File: src/rtl/sqta_pkg.sv
// Shared definitions for the SQTA microcode loader and the SQTA sequencer.
// Microinstruction layout (11 bits):
//   TEST[10:9] NS_FALSE[8:6] NS_TRUE[5:3] Z[2:0]
package sqta_pkg;

  localparam int WORD_W = 11;
  localparam int ROWS   = 7;
  localparam int ADDR_W = 3;

  // Field bit positions inside a microinstruction word
  localparam int TEST_HI = 10;
  localparam int TEST_LO = 9;
  localparam int NSF_HI  = 8;
  localparam int NSF_LO  = 6;
  localparam int NST_HI  = 5;
  localparam int NST_LO  = 3;
  localparam int Z_HI    = 2;
  localparam int Z_LO    = 0;
  localparam int FLD_W   = 3;   // width of a next-state field

  typedef struct packed {
    logic [1:0]       test;
    logic [FLD_W-1:0] ns_false;
    logic [FLD_W-1:0] ns_true;
    logic [2:0]       z;
  } uinst_t;

  // ErrRow code reported when the readback checksum does not match
  localparam logic [2:0] ERR_ROW_CHK = 3'b111;

  typedef enum logic [2:0] {
    ST_IDLE   = 3'd0,
    ST_SHIFT  = 3'd1,
    ST_WRITE  = 3'd2,
    ST_VERIFY = 3'd3,
    ST_CHECK  = 3'd4,
    ST_DONE   = 3'd5,
    ST_ERR    = 3'd6
  } ld_state_e;

endpackage

File: src/rtl/sqta_ser2par.sv
// Serial-to-parallel shifter for microcode words, MSB first.
// Ports:
//   Clk, Rst       clock, synchronous active-low reset
//   clr            restart the word (new session)
//   en             loader is in its shift phase
//   ser_in         serial bit
//   ser_valid      ser_in valid this cycle
//   word           assembled word (newest bit at LSB)
//   word_done      combinational pulse on the cycle the last bit is accepted
module sqta_ser2par #(
  parameter int WORD_W = 11
) (
  input  logic              Clk,
  input  logic              Rst,
  input  logic              clr,
  input  logic              en,
  input  logic              ser_in,
  input  logic              ser_valid,
  output logic [WORD_W-1:0] word,
  output logic              word_done
);

  localparam int CNT_W = $clog2(WORD_W);

  logic [CNT_W-1:0] bitcnt;
  logic             take;

  assign take      = en && ser_valid;
  assign word_done = take && (bitcnt == CNT_W'(WORD_W - 1));

  always_ff @(posedge Clk) begin
    if (!Rst || clr) begin
      word   <= '0;
      bitcnt <= '0;
    end else if (take) begin
      word   <= {word[WORD_W-2:0], ser_in};
      // counter rearms by itself so the next row starts from zero
      bitcnt <= word_done ? '0 : bitcnt + 1'b1;
    end
  end

endmodule

File: src/rtl/sqta_ucode_loader.sv
// SQTA microcode loader: receives ROWS serial microinstructions, checks their
// next-state fields, writes them to the microcode RAM, then reads the RAM back
// and compares an XOR checksum against the one taken while writing.
// Ports:
//   Clk, Rst              clock, synchronous active-low reset
//   Start                 begin a session (honoured only in IDLE/DONE/ERR)
//   SerIn/SerValid/SerReady  serial word stream, MSB first
//   MemWe/MemAddr/MemWData   RAM write port; MemAddr also drives readback
//   MemRData              RAM read data, combinational from MemAddr
//   Busy/Done/Err         session status
//   ErrRow                failing row, or 3'b111 on checksum mismatch
module sqta_ucode_loader #(
  parameter int WORD_W = sqta_pkg::WORD_W,
  parameter int ROWS   = sqta_pkg::ROWS,
  parameter int ADDR_W = sqta_pkg::ADDR_W
) (
  input  logic              Clk,
  input  logic              Rst,
  input  logic              Start,
  input  logic              SerIn,
  input  logic              SerValid,
  output logic              SerReady,
  output logic              MemWe,
  output logic [ADDR_W-1:0] MemAddr,
  output logic [WORD_W-1:0] MemWData,
  input  logic [WORD_W-1:0] MemRData,
  output logic              Busy,
  output logic              Done,
  output logic              Err,
  output logic [ADDR_W-1:0] ErrRow
);
  import sqta_pkg::*;

  localparam logic [ADDR_W-1:0] LAST   = ADDR_W'(ROWS - 1);
  localparam logic [FLD_W-1:0]  NS_MAX = FLD_W'(ROWS - 1);

  ld_state_e         state, state_nx;
  logic [ADDR_W-1:0] row, rd, err_row;
  logic [WORD_W-1:0] chk, rchk, word;
  logic              word_done, legal, start_go;

  // Start is only honoured when no session is running
  assign start_go = Start && (state == ST_IDLE || state == ST_DONE || state == ST_ERR);

  // Both next-state targets must address an existing row
  assign legal = (word[NSF_HI:NSF_LO] <= NS_MAX) && (word[NST_HI:NST_LO] <= NS_MAX);

  assign ErrRow = err_row;

  sqta_ser2par #(.WORD_W(WORD_W)) u_s2p (
    .Clk       (Clk),
    .Rst       (Rst),
    .clr       (start_go),
    .en        (state == ST_SHIFT),
    .ser_in    (SerIn),
    .ser_valid (SerValid),
    .word      (word),
    .word_done (word_done)
  );

  always_comb begin
    state_nx = state;
    SerReady = 1'b0;
    MemWe    = 1'b0;
    MemAddr  = '0;
    MemWData = '0;
    Busy     = 1'b0;
    Done     = 1'b0;
    Err      = 1'b0;
    case (state)
      ST_IDLE: if (Start) state_nx = ST_SHIFT;
      ST_SHIFT: begin
        Busy     = 1'b1;
        SerReady = 1'b1;
        if (word_done) state_nx = ST_WRITE;
      end
      ST_WRITE: begin
        Busy = 1'b1;
        if (legal) begin
          MemWe    = 1'b1;
          MemAddr  = row;
          MemWData = word;
          state_nx = (row == LAST) ? ST_VERIFY : ST_SHIFT;
        end else begin
          state_nx = ST_ERR;
        end
      end
      ST_VERIFY: begin
        Busy    = 1'b1;
        MemAddr = rd;
        if (rd == LAST) state_nx = ST_CHECK;
      end
      ST_CHECK: begin
        Busy     = 1'b1;
        state_nx = (rchk == chk) ? ST_DONE : ST_ERR;
      end
      ST_DONE: begin
        Done = 1'b1;
        if (Start) state_nx = ST_SHIFT;
      end
      ST_ERR: begin
        Err = 1'b1;
        if (Start) state_nx = ST_SHIFT;
      end
      default: state_nx = ST_IDLE;
    endcase
  end

  always_ff @(posedge Clk) begin
    if (!Rst) begin
      state   <= ST_IDLE;
      row     <= '0;
      rd      <= '0;
      chk     <= '0;
      rchk    <= '0;
      err_row <= '0;
    end else begin
      state <= state_nx;
      if (start_go) begin
        row     <= '0;
        rd      <= '0;
        chk     <= '0;
        rchk    <= '0;
        err_row <= '0;
      end else begin
        case (state)
          ST_WRITE: begin
            if (legal) begin
              chk <= chk ^ word;
              // row saturates at LAST; verify pass starts from row 0
              if (row != LAST) row <= row + 1'b1;
              else             rd  <= '0;
            end else begin
              err_row <= row;
            end
          end
          ST_VERIFY: begin
            rchk <= rchk ^ MemRData;
            if (rd != LAST) rd <= rd + 1'b1;
          end
          ST_CHECK: if (rchk != chk) err_row <= ADDR_W'(ERR_ROW_CHK);
          default: ;
        endcase
      end
    end
  end

endmodule

File: config.mk
export PLATFORM = sky130hd
export DESIGN_NAME = sqta_ucode_loader
export DESIGN_NICKNAME = d
export VERILOG_FILES = /design/src/rtl/sqta_pkg.sv /design/src/rtl/sqta_ser2par.sv /design/src/rtl/sqta_ucode_loader.sv
export SDC_FILE = /design/constraint.sdc
export NUM_CORES = 1
export LEC_CHECK = 0
export BUFFER_PORTS_ARGS = -buffer_cell sky130_fd_sc_hd__buf_2
export CAP_MARGIN = 5
export CORE_MARGIN = 1.5
export CORE_UTILIZATION = 55
export CTS_CLUSTER_SIZE = 28
export DETAILED_ROUTE_END_ITERATION = 12
export GPL_ROUTABILITY_DRIVEN = 0
export GPL_TIMING_DRIVEN = 0
export PLACE_DENSITY = 0.78
export SLEW_MARGIN = 20
export SYNTH_ARGS = -nofsm -noshare
export SYNTH_HDL_FRONTEND = slang
export SYNTH_SLANG_ARGS = --single-unit
File: constraint.sdc
create_clock -name Clk -period 1.9 [get_ports Clk]
set_input_delay 0.57 -clock Clk [delete_from_list [all_inputs] [get_ports Clk]]
set_output_delay 0.57 -clock Clk [all_outputs]
set_load 0.005 [all_outputs]
# Word-level counts from Yosys, hierarchy flattened
# Cells that the tools add are included.
[totals] ramBits=0 elab_cells=81 out_inout_bits=22 latchBits=0 memories=0 romBits=0 reg_bits=49
[op_classes] n_mux=25 reduce_logical=19 n_div=0 addsub=3 n_eq_ne=21 mul=0 n_bitwise=3 n_lt_le_gt_ge=2 shift=0
[ops] operator="3-bit two-way mux" n=10
[ops] operator="11-bit two-way mux" n=2
[ops] operator="11-bit bitwise XOR" n=2
[ops] operator="3-bit one-hot mux with 2 select lines" n=3
[ops] operator="3-bit == test (second input constant)" n=5
[ops] operator="3-bit one-hot mux with 5 select lines" n=1
[ops] operator="2-bit != test (second input constant)" n=7
[ops] operator="11-bit == test" n=1
[ops] operator="11-bit != test" n=1
[ops] operator="3-bit AND reduction" n=3
[ops] operator="3-bit by 1-bit adder with 3-bit output (second input constant)" n=2
[ops] operator="3-bit by 2-bit == test with 1-bit output (second input constant)" n=2
[ops] operator="3-bit <= comparator (second input constant)" n=2
[ops] operator="1-bit two-way mux" n=6
[ops] operator="3-bit != test (second input constant)" n=2
[ops] operator="4-bit by 1-bit adder with 4-bit output (second input constant)" n=1
[ops] operator="4-bit == test (second input constant)" n=1
[ops] operator="1-bit logical AND" n=4
[ops] operator="2-bit two-way mux" n=2
[ops] operator="4-bit two-way mux" n=1
[ops] operator="4-bit AND reduction" n=1
[ops] operator="2-bit nonzero test" n=2
[ops] operator="4-bit OR reduction" n=1
[ops] operator="3-bit by 1-bit == test with 1-bit output (second input constant)" n=1
[ops] operator="8 further kinds" n=10

# Logic depth before layout (Yosys ltp)
[depth] ltp_word=5 mapped_depth=8

# By module
# Synthesis repeated with hierarchy kept, for this count alone.
[unflattened] cells_unflattened=298 area_unflattened_um2=2482.4
[modules_own_cells] module="sqta_ucode_loader" instances=1 area_each_um2=1874.3 cells_per_inst=224
[modules_own_cells] module="sqta_ser2par" instances=1 area_each_um2=608.1 cells_per_inst=74

# Worst setup path before layout
# No wires, ideal clock.
[synth_path] kind="flip-flop to output port" start="register state[1]" end="output port MemWData[6]" t_required_ns=1.330 stages_incl_launch_ff=7 path_slack_ns=0.130 t_arrival_ns=1.200 path_cell_list="dfxtp_1 > nand2b_1 > buf_2 > and4b_1 > buf_4 > buf_8 > and2_4"
[synth_between] elab_chain_len=2
[synth_rtl] item="start: declaration" line="sqta_ucode_loader.sv:37" rtl="ld_state_e state, state_nx;"
[synth_rtl] item="start signal: assignment" line="sqta_ucode_loader.sv:118" rtl="state <= state_nx;"
[synth_rtl] item="3-bit by 2-bit == test with 1-bit output" line="sqta_ucode_loader.sv:70" rtl="case (state)"
[synth_rtl] item="11-bit two-way mux" line="sqta_ucode_loader.sv:70"
[synth_rtl] item="end: declaration" line="sqta_ucode_loader.sv:25" rtl="output logic [WORD_W-1:0] MemWData,"
# No other way between the ends.

# Final worst setup path
[layout_path] start="register u_s2p.word[8]" end="output port MemAddr[2]"
[layout_between] elab_chain_len=4
[layout_rtl] item="start: declaration" line="sqta_ser2par.sv:19" rtl="output logic [WORD_W-1:0] word,"
[layout_rtl] item="start signal: assignment" line="sqta_ser2par.sv:36" rtl="word <= {word[WORD_W-2:0], ser_in};"
[layout_rtl] item="3-bit <= comparator" line="sqta_ucode_loader.sv:46" rtl="assign legal = (word[NSF_HI:NSF_LO] <= NS_MAX) && (word[NST_HI:NST_LO] <= NS_MAX);"
[layout_rtl] item="1-bit logical AND" line="sqta_ucode_loader.sv:46"
[layout_rtl] item="3-bit two-way mux" line="sqta_ucode_loader.sv:79" rtl="if (legal) begin"
[layout_rtl] item="3-bit one-hot mux with 2 select lines" line="sqta_ucode_loader.sv:70"
[layout_rtl] item="end: declaration" line="sqta_ucode_loader.sv:24" rtl="output logic [ADDR_W-1:0] MemAddr,"
# No other way between the ends.

==> qor.txt <==
Max FO, Critical Path - 4
CP arrival - 1550 ps
failing checks - setup timing
CP Data Required Time - 1330 ps
Total Routed Length - 6.12 mm
Initial DRC Count - 156
Synth async-reset ratio - 0%
Area Growth Syn to Fin - 31.6%
Primary FF master, synth - dfxtp_1
synth warn - 0
Mean Syn Cell Area - 8.32 µm²
crit-path cells - nand3_4, nand2_4, or3_1, a21oi_1, buf_2
Max-Cap Viols - 0
Final #Nets - 379
Clk Latency, worst-skew pair - 310 ps
Worst Max-Slew Pin Slew - 443 ps
achievable frequency - 0.471 GHz
top-area cell type share of the netlist area - 40.9%
Hold WS - 474 ps
Worst IR Drop VDD - 0.000538 V
GR Util All Layers - 23.7%
Core Region - 0.00409 mm²
Fin Clk Skew - 6.62 ps
Setup WS post-layout - -223 ps
largest net degree at the start of global routing - 16
HPWL Detailed - 3.56 mm
Reg clk slew, reported paths - 90 ps
Synth area leaders - dfxtp_1 41%, xor2_1 8.8%, nand2_1 7.8%
Hold WC Path Type - reg2reg
Die X - 69.0 µm
Initial Util - 58.6%
drc violations - 0
htree depth - 2
WL per Instance - 15.0 µm
EDFF count, synth - 0
initial antenna violation count - 0
area of the multi-input gates - 0.00140 mm²
CP Buf/Inv Count - 1
Ant. Diodes - 0
largest area contributor in the netlist - dfxtp_1
final setup vio count - 15
die area - 0.00476 mm²
#FFs+latches synth - 49
Syn Std Cell Area - 0.00240 mm²
RSZ-0062 raised after global routing - yes
Largest stage delay, worst path - 370 ps
Die Ht - 69.0 µm
Tot Pwr - 0.00256 W
top cells by count, synth - 50 x nand2_1, 49 x dfxtp_1, 36 x nor2_1, 24 x xor2_1, 20 x a21oi_1
Netlist cell types - 41
Crit. End Element - output pin
TritonCTS Buffers - 5
via/cell ratio - 5.44
Initial DRT Pass Iterations - 4
dpl cells - 375
count of final hold-check violations - 0
status - complete, but fails checks
Max-slew headroom - 70.4%
first-pass GRT wire length - 9.25 mm
Vias - 2220
kind of critical path - reg2out
share of cells above drive strength 1 - 33.2%
gr ovfl total - 0
CTS tree - done
most frequent cell after synthesis - nand2_1
slowest CP cell - dfxtp_4
syn nets - 310
Power Density - 811 mW/mm²
Final Slew Violations - 0
root buf cell - clkbuf_8
vias in the first global route - 1983
post-layout min period - 2120 ps
Tcrit/Tclk final - 112%
I/O pin count - 38
post-route ant nets - 0
fillcell total - 291
clock sinks - 49
Seq/Total Area, Yosys - 40.9%
CTS max path bufs - 2
Post-Place Worst Slack - -108 ps
num rows - 23
Non-Filler Instances - 408
post-synthesis instance total - 288
Static Leak - 1.32 nW
Register Area - 0.00101 mm²
CP startpoint kind - flip-flop
family with the most delay on the worst path - simple AND/OR/NAND/NOR gates
Worst R2R Setup Slack - 100 ps
IO buf count - 37
layer usage:
metal / up-vias / GRT usage, % / wire length (µm)
li1: 1082 / - / -
met1: 1032 / 30.8 / 2590
met2: 88 / 40.1 / 3030
met3: 18 / 4.24 / 349
met4: 0 / 6.97 / 159
met5: - / 0 / 0
registers in the layout, indices dropped and copies added, names as in the netlist:
register and cells:
ErrRow 3, chk 11, rchk 11, rd 3, row 3, state 3, u_s2p.bitcnt 4, u_s2p.word 11
cell type report:
type                       count  share of cell area (%)
sequential                    49                    32.0
timing repair buffer          63                    13.8
clock inverter                 2                   0.437
buffer                        14                    3.89
clock buffer                   6                    2.62
multi-input combinational    216                    44.3
tap                           50                    1.98
inverter                       8                   0.952
worst paths after layout:
kind	start	to	cells after the start
min reg2reg	u_s2p.word[0]	u_s2p.word[0]	2
min	u_s2p.word[0]	u_s2p.word[0]	2
max	u_s2p.word[8]	MemAddr[2]	5
max reg2reg	state[0]	ErrRow[1]	8
cell families (layout without fill, tap and decap cells):
kind of cell               Yosys count  count (layout)  synth area share [%]
AOI/OAI and AO/OA                   38              38                  9.97
and+or+nand+nor                    131             131                  25.8
muxes                                2               2                 0.836
xor gates and xnor gates            39              39                  14.3
adders and majority gates            6               6                  3.13
DFF                                 49              49                  40.9
buffers and inverters               23              93                  5.07
where the power goes:
part | internal, W | leakage [nW] | switching (W)
Combinational | 0.000380 | 0.868 | 0.000421
Sequential | 0.00106 | 0.402 | 0.0000351
Clock | 0.000296 | 0.0512 | 0.000365
timing repair:
item                                    4_1_cts  5_1_grt
pin swaps                                     9        8
gates resized for setup                      38       28
hold buffers                                  0        0
endpoints found under the setup margin       18       49
buffers inserted                             15       11
worst register-to-register path, delay by kind of cell, from the launching register on:
| kind | cells | cell delay [ps] |
|---|---|---|
| and+or+nand+nor | 3 | 650 |
| buffers and inverters | 3 | 480 |
| DFF | 1 | 360 |
| AOI/OAI and AO/OA | 2 | 200 |
stage by stage:
step | util (%) | setup TNS, ps | instance area, µm²
global placement | 64.7 | -716 | 2640
finish | 77.2 | -2420 | 3150
CTS | 73.1 | -2860 | 2990
global route | 77.2 | -3380 | 3150
detailed placement | 64.7 | -693 | 2640
floorplan | - | 0 | 2400
layout by cell type, fill, tap and decap left out, types with 4 or more instances in the layout:
| cell | netlist | layout |
|---|---|---|
| a21oi_1 | 20 | 18 |
| and2_1 | 11 | 9 |
| and2_4 | 4 | 6 |
| buf_2 | 7 | 32 |
| buf_4 | 4 | 29 |
| buf_6 | 0 | 13 |
| clkbuf_8 | 0 | 6 |
| dfxtp_1 | 49 | 40 |
| dfxtp_4 | 0 | 7 |
| ha_1 | 6 | 6 |
| inv_1 | 8 | 7 |
| nand2_1 | 50 | 48 |
| nand3_1 | 6 | 4 |
| nor2_1 | 36 | 34 |
| nor2_2 | 3 | 4 |
| o211ai_1 | 4 | 4 |
| xnor2_1 | 15 | 14 |
| xor2_1 | 24 | 24 |
Note: power is estimated with default switching activity, not from simulation.
